[src/rtl/pc_gen.sv]
// pc_gen: program-counter generator at the head of the fetch pipeline.
// Offers fetch addresses to IF over a valid/ready handshake, applies
// prioritised redirects (channel 0 highest), buffers a redirect that arrives
// while the pipeline is paused, and tags each offered PC with an epoch.
//
// Ports:
//   clk_in            clock, rising edge
//   rst_n_in          asynchronous active-low reset
//   rdy_in            global pipeline ready (0 = freeze, except redirect capture)
//   redir_valid_in    per-channel redirect request pulses
//   redir_addr_in     packed redirect targets, channel i at [i*ADDR_W +: ADDR_W]
//   pc_ready_in       IF accepts the offered PC
//   pc_out            offered fetch address
//   pc_valid_out      pc_out is valid
//   epoch_out         epoch tag of pc_out
//   redir_pending_out a buffered redirect awaits application
//
// Optional build macro PC_GEN_MISALIGN_CHK_EN adds misalign_out and
// misalign_addr_out; misaligned redirect targets are then dropped and reported.
module pc_gen #(
  parameter int unsigned ADDR_W = 32,
  parameter int unsigned STEP = 4,
  parameter logic [ADDR_W-1:0] RESET_VEC = '0,
  parameter int unsigned NUM_REDIR = 2,
  parameter int unsigned EPOCH_W = 2
) (
  input  logic                          clk_in,
  input  logic                          rst_n_in,
  input  logic                          rdy_in,
  input  logic [NUM_REDIR-1:0]          redir_valid_in,
  input  logic [NUM_REDIR*ADDR_W-1:0]   redir_addr_in,
  input  logic                          pc_ready_in,
  output logic [ADDR_W-1:0]             pc_out,
  output logic                          pc_valid_out,
  output logic [EPOCH_W-1:0]            epoch_out,
`ifdef PC_GEN_MISALIGN_CHK_EN
  output logic                          misalign_out,
  output logic [ADDR_W-1:0]             misalign_addr_out,
`endif
  output logic                          redir_pending_out
);

  localparam logic [ADDR_W-1:0] STEP_V = ADDR_W'(STEP);
`ifdef PC_GEN_MISALIGN_CHK_EN
  localparam logic [ADDR_W-1:0] MIS_MASK = ADDR_W'(STEP - 1);
`endif

  typedef enum logic {BOOT = 1'b0, RUN = 1'b1} state_t;

  state_t state_q, state_d;

  logic [ADDR_W-1:0]  pc_q, pc_d;
  logic               valid_q, valid_d;
  logic [EPOCH_W-1:0] epoch_q, epoch_d;
  logic               pend_q, pend_d;
  logic [ADDR_W-1:0]  pend_addr_q, pend_addr_d;
`ifdef PC_GEN_MISALIGN_CHK_EN
  logic               mis_q, mis_d;
  logic [ADDR_W-1:0]  mis_addr_q, mis_addr_d;
`endif

  logic               live_any;
  logic [ADDR_W-1:0]  live_addr;
  logic               eff_valid;
  logic [ADDR_W-1:0]  eff_addr;
  logic               eff_bad;

  // Priority select: scanning downwards lets the lowest asserted index win.
  always_comb begin
    live_addr = '0;
    for (int i = int'(NUM_REDIR) - 1; i >= 0; i--) begin
      if (redir_valid_in[i]) live_addr = redir_addr_in[i*ADDR_W +: ADDR_W];
    end
  end

  assign live_any  = |redir_valid_in;
  assign eff_valid = live_any | pend_q;
  assign eff_addr  = live_any ? live_addr : pend_addr_q;

`ifdef PC_GEN_MISALIGN_CHK_EN
  assign eff_bad = eff_valid & (|(eff_addr & MIS_MASK));
`else
  assign eff_bad = 1'b0;
`endif

  // State register.
  always_ff @(posedge clk_in or negedge rst_n_in) begin
    if (!rst_n_in) state_q <= BOOT;
    else           state_q <= state_d;
  end

  // Next-state logic: leave BOOT on the first unpaused edge.
  always_comb begin
    state_d = state_q;
    if (state_q == BOOT && rdy_in) state_d = RUN;
  end

  // Next values for the registered outputs and the pending buffer.
  always_comb begin
    pc_d        = pc_q;
    valid_d     = valid_q;
    epoch_d     = epoch_q;
    pend_d      = pend_q;
    pend_addr_d = pend_addr_q;
`ifdef PC_GEN_MISALIGN_CHK_EN
    mis_d       = 1'b0;
    mis_addr_d  = mis_addr_q;
`endif
    if (!rdy_in) begin
      // Paused: only capture the newest live redirect.
      if (live_any) begin
        pend_d      = 1'b1;
        pend_addr_d = live_addr;
      end
    end else begin
      // Any pending entry is consumed (or superseded by a live one) now.
      pend_d = 1'b0;
      if (eff_bad) begin
`ifdef PC_GEN_MISALIGN_CHK_EN
        mis_d      = 1'b1;
        mis_addr_d = eff_addr;
`endif
        if (state_q == BOOT) begin
          valid_d = 1'b1;
          pc_d    = RESET_VEC;
        end
      end else if (state_q == BOOT) begin
        valid_d = 1'b1;
        pc_d    = eff_valid ? eff_addr : RESET_VEC;
        epoch_d = eff_valid ? EPOCH_W'(1) : '0;
      end else if (eff_valid) begin
        pc_d    = eff_addr;
        epoch_d = epoch_q + EPOCH_W'(1);
      end else if (pc_ready_in) begin
        pc_d = pc_q + STEP_V;
      end
    end
  end

  // Datapath registers.
  always_ff @(posedge clk_in or negedge rst_n_in) begin
    if (!rst_n_in) begin
      pc_q        <= RESET_VEC;
      valid_q     <= 1'b0;
      epoch_q     <= '0;
      pend_q      <= 1'b0;
      pend_addr_q <= '0;
`ifdef PC_GEN_MISALIGN_CHK_EN
      mis_q       <= 1'b0;
      mis_addr_q  <= '0;
`endif
    end else begin
      pc_q        <= pc_d;
      valid_q     <= valid_d;
      epoch_q     <= epoch_d;
      pend_q      <= pend_d;
      pend_addr_q <= pend_addr_d;
`ifdef PC_GEN_MISALIGN_CHK_EN
      mis_q       <= mis_d;
      mis_addr_q  <= mis_addr_d;
`endif
    end
  end

  assign pc_out            = pc_q;
  assign pc_valid_out      = valid_q;
  assign epoch_out         = epoch_q;
  assign redir_pending_out = pend_q;
`ifdef PC_GEN_MISALIGN_CHK_EN
  assign misalign_out      = mis_q;
  assign misalign_addr_out = mis_addr_q;
`endif

endmodule
[config.mk]
export PLATFORM = sky130hd
export DESIGN_NAME = pc_gen
export DESIGN_NICKNAME = d
export VERILOG_FILES = /design/src/rtl/pc_gen.sv
export SDC_FILE = /design/constraint.sdc
export NUM_CORES = 1
export LEC_CHECK = 0
export BUFFER_PORTS_ARGS = -buffer_cell sky130_fd_sc_hd__buf_2
export CORE_MARGIN = 2
export CORE_UTILIZATION = 55
export DETAILED_ROUTE_END_ITERATION = 8
export PLACE_DENSITY = 0.88
export REMOVE_ABC_BUFFERS = 1
export SKIP_LAST_GASP = 1
export SYNTH_ARGS = -nofsm -noshare
export SYNTH_HDL_FRONTEND = slang
export SYNTH_SLANG_ARGS = --single-unit
[constraint.sdc]
create_clock -name clk_in -period 2.2 [get_ports clk_in]
set_input_delay 0.22 -clock clk_in [delete_from_list [all_inputs] [get_ports clk_in]]
set_output_delay 0.22 -clock clk_in [all_outputs]
set_load 0.02 [all_outputs]
Yosys cells after proc, flatten, opt, wreduce, memory -nomap -nowiden
Index checks and enable logic that the tools add are counted.
- flip-flop bits (word level): 69
- bits of input ports: 70
- logic and storage cells: 30
- output and inout port bits: 36
- add/subtract/negate cells: 2
- bitwise gates (word level): 2
- eq/ne operators: 2
- multiplexer cells: 12
- reductions and logical operators: 6
- operators with widths (operator ; number):
    $mux 32 ; 7
    $add 32x3->32 const B ; 1
    $reduce_and 2->1 ; 3
    $mux 2 ; 2
    $mux 1 ; 3
    $ne 3x2->1 const B ; 1
    $add 2x1->2 const B ; 1
    $ne 2x1->1 const B ; 1
    $reduce_bool 2->1 ; 1
    $reduce_or 2->1 ; 1
    $logic_and 1x1->1 ; 1
    $not 1->1 ; 1
    $or 1x1->1 ; 1

Logic depth before layout (Yosys ltp)
- depth after elaboration: 5
- gate-level depth with buffers: 7
- mapped depth without buffers: 6

Least setup slack after synthesis
Ideal clock, no wire load.
- kind: register to register
- start point: register pc_q[9] (netlist: pc_out[9])
- end point: register pc_q[28] (netlist: pc_out[28])
- cell stages (with the launch flop): 7
- setup slack: 216 ps
- library setup time: 69 ps
- clock period less this slack: 1984 ps
- arrival time: 1915 ps
- cell sequence: dfrtp_1 clkbuf_2 nand4_4 nor4_4 nand3_1 or4_1 nand3_1
- cells in the longest elaborated chain, start to end: 4
- RTL lines (item ; RTL line ; source):
    from (decl) ; 52 ; logic [ADDR_W-1:0] pc_q, pc_d;
    from (signal assigned) ; 153 ; pc_q <= pc_d;
    $add 32x3->32 ; 135 ; pc_d = pc_q + STEP_V;
    $mux 32 ; 134 ; end else if (pc_ready_in) begin
    $mux 32 ; 131 ; end else if (eff_valid) begin
    $mux 32 ; 127 ; end else if (state_q == BOOT) begin
No other way between the ends. The select of a mux whose other input is x is not followed.
A chain may end at the register's enable or synchronous reset.

Worst setup path in the final report
- start point: register pend_q (netlist: redir_pending_out)
- end point: register pc_q[10] (netlist: pc_out[10])
- cells in the longest elaborated chain, start to end: 3
- elaborated cells on any way between the ends: 6
- those cells by class: eq/ne (1); mux (3); bitwise (1); reduce/logical (1)
- RTL lines (item ; RTL line ; source):
    from (decl) ; 55 ; logic pend_q, pend_d;
    from (signal assigned) ; 156 ; pend_q <= pend_d;
    $or 1x1->1 (*) ; 77 ; assign eff_valid = live_any | pend_q;
    $ne 3x2->1 (no source line) (tied with other cells) ; -- ;
    $reduce_and 2->1 (no source line) or $mux 32 (tied branches) ; -- ;
Mark *: on every way between the ends. The rest lies on a longest branch, timed or not.

==> metrics.md <==
| Metric | Value |
|---|---|
| WL per Instance | 18.8 microns |
| Post-synthesis sequential area ratio | 38.2% |
| Pre-Repair DR Iteration Count | 7 |
| Initial antenna violation count | 0 |
| Status | complete, no violations |
| I/O pins | 106 |
| Initial core utilization | 57.3% |
| Pwr dens | 669 nW/um^2 |
| Synthesized area per cell | 8.08 sq um |
| Worst path required time | 2.46 ns |
| Total number of vias | 4980 |
| Highest-count cells in the layout ignoring fill and taps | 105 x buf_2, 67 x dfrtp_1, 61 x a21oi_1, 61 x o21ai_0, 48 x a22oi_1 |
| Period utilisation layout | 96.3% |
| Worst Hold Class | in -> reg |
| #FFs+latches synth | 68 |
| PortBufs | 105 |
| Clock slew at reported path FFs | 0.07 ns |
| Dominant synthesized flop cell | dfrtp_1 |
| Row Count | 32 |
| Max Freq | 472 MHz |
| ANT cells | 0 |
| Fin crit period | 2.12 ns |
| Fin cells | 753 |
| Final Hold Fails | 0 |
| DP Area | 5150 sq um |
| Root Driver | clkbuf_8 |
| Core area | 7770 sq um |
| Final max-slew violation count | 0 |
| Synth area leader | dfrtp_1 |
| Yosys warns | 0 |
| CP Class | reg -> reg |
| # placed instances | 736 |
| Max Cap Viol | 0 |
| First-pass GRT wire length | 23.0 mm |
| DRC viols | 0 |
| Clk sink count | 68 |
| Post-DP HPWL | 9.76 mm |
| Final setup margin | 0.0805 ns |
| Post-synth cell types | 53 |
| Vias per cell | 6.61 |
| CTS Buf Count | 9 |
| Maximum number of pins on one net before global-route repair | 97 |
| Least-Margin Pin Slew | 0.490 ns |
| Cells after Synth | 551 |
| Drt total wl | 14.2 mm |
| Setup violators final | 0 |
| Unrepaired setup endpoints after global routing | no |
| Die outline area | 8830 sq um |
| Pleak | 0.00231 uW |
| Layout Area Growth over Synthesis | 19.7% |
| Area contributors post-synth | dfrtp_1 38%, a22oi_1 8.1%, a21oi_1 6.9%, o21ai_0 6.9%, nand2_1 4.0% |
| Width of the die | 94.0 microns |
| Setup bufs post-CTS | 0 |
| Post-synth top area share | 38.2% |
| Initial DRC count | 464 |
| CP Capture Type | flip-flop |
| Async SR Flop Fraction | 100% |
| Critical-path maximum fanout | 15 |
| Layout Nets | 717 |
| Post-route ant nets | 0 |
| Worst-skew pair later-pin latency | 0.34 ns |
| Peak supply drop | 0.000334 V |
| Crit start category | flip-flop |
| Vias in the first global route | 4572 |
| Die height | 94.0 microns |
| Setup Skew | 0.00640 ns |
| Most common cell after layout, fill and taps aside | buf_2 |
| Design Area, Final | 5330 sq um |
| # H-tree levels | 3 |
| Clock buffer depth | 2 |
| All-Layer GR Usage | 33.2% |
| CP arrival | 2.38 ns |
| DP Worst Slack | -0.119 ns |
| Share of layout cells above drive strength 1 | 23.7% |
| Cell area after synthesis | 4450 sq um |
| CTS tree | yes |
| Setup TNS | 0 ns |
| Final GP Congestion | 0.978 |
| Worst relative slew slack | 67.0% |
| Congestion Overflow GR | 0 |
| Number of synthesized flops with an enable pin | 0 |
[cell type report]
type,instances,area [sq um]
Multi-Input combinational cell,427,2540
Tap cell,102,128
Inverter,7,26.3
Clock inverter,2,10.0
Fill cell,679,2430
Clock buffer,14,153
Sequential cell,68,1700
Timing Repair Buffer,133,776
[final timing paths]
path,from,to,slack (ns),cells past startpoint
hold / removal,redir_addr_in[4],pend_addr_q[4]$_DFFE_PN0N_,0.12,3
setup / recovery,redir_pending_out$_DFFE_PN0P_,pc_out[10]$_DFFE_PN0P_,0.08,5
min in group asynchronous,rst_n_in,pend_addr_q[5]$_DFFE_PN0N_,0.43,3
max in group asynchronous,rst_n_in,pc_out[24]$_DFFE_PN0P_,1.45,3
setup reg to reg,redir_pending_out$_DFFE_PN0P_,pc_out[10]$_DFFE_PN0P_,0.08,5
hold reg to reg,pend_addr_q[1]$_DFFE_PN0N_,pend_addr_q[1]$_DFFE_PN0N_,0.49,2
[cell families after synthesis]
family | Yosys count | synth area share, %
DFF | 68 | 38.2
muxes | 7 | 1.60
adders and majority gates | 1 | 0.281
and+or+nand+nor | 185 | 22.1
AOI/OAI and AO/OA | 234 | 32.8
buffers and inverters | 56 | 5.03
[synth_stat cells, types with 5 or more instances]
cell type	number
o21ai_0	61
and3_1	10
buf_1	10
buf_2	6
nor2_1	43
a21oi_1	61
nor2b_1	19
mux2i_1	6
and2_1	5
a22oi_1	48
nand2_1	47
nor3_1	7
a31oi_1	19
nand4_1	7
a41oi_1	6
o2bb2ai_1	6
inv_1	7
nand3_1	19
nor4_1	5
nand3b_1	9
clkbuf_1	30
dfrtp_1	68
[through the flow]
step | util, % | power (uW) | hold WS, ns
2_1_floorplan | - | 2180 | -0.0756
3_3_place_gp | 66.3 | 2610 | 0.277
3_5_place_dp | 66.3 | 2660 | 0.276
4_1_cts | 68.6 | 3550 | 0.120
5_1_grt | 68.7 | 3750 | 0.136
6_report | 68.7 | 3570 | 0.120
[state kept, by name, indices dropped and copies added, names as in the netlist]
name,count
epoch_out,2
pc_out,32
pend_addr_q,32
redir_pending_out,1
state_q,1
[per-layer routing]
layer	share of wire (%)	GRT usage (%)	wire, microns	up-vias
met5	0	0	0	-
met4	1.5	11.2	216	0
met3	9.8	5.94	1390	19
met2	47	52.0	6610	287
met1	42	46.4	5960	2405
li1	-	-	-	2269
[what timing repair did]
item	4_1_cts	5_1_grt
pin swaps	0	1
resized for setup	1	2
hold buffers	1	0
hold endpoints to repair	68	0
endpoints found under the setup margin	6	3
cloned	0	0
[critical path, stage by stage (launching register included)]
cell and delay (ns):
dfrtp_1 0.38, or4b_1 0.63, buf_4 0.27, nand2_1 0.38
o31ai_1 0.17, a2bb2oi_1 0.21
[where the power goes]
group	switching, uW	leakage (uW)	internal (uW)
Clock	463	0.0000844	439
Sequential	206	0.000830	1440
Combinational	619	0.00140	403
Total	1290	0.00231	2280
Power figures use the tool's default switching activity.
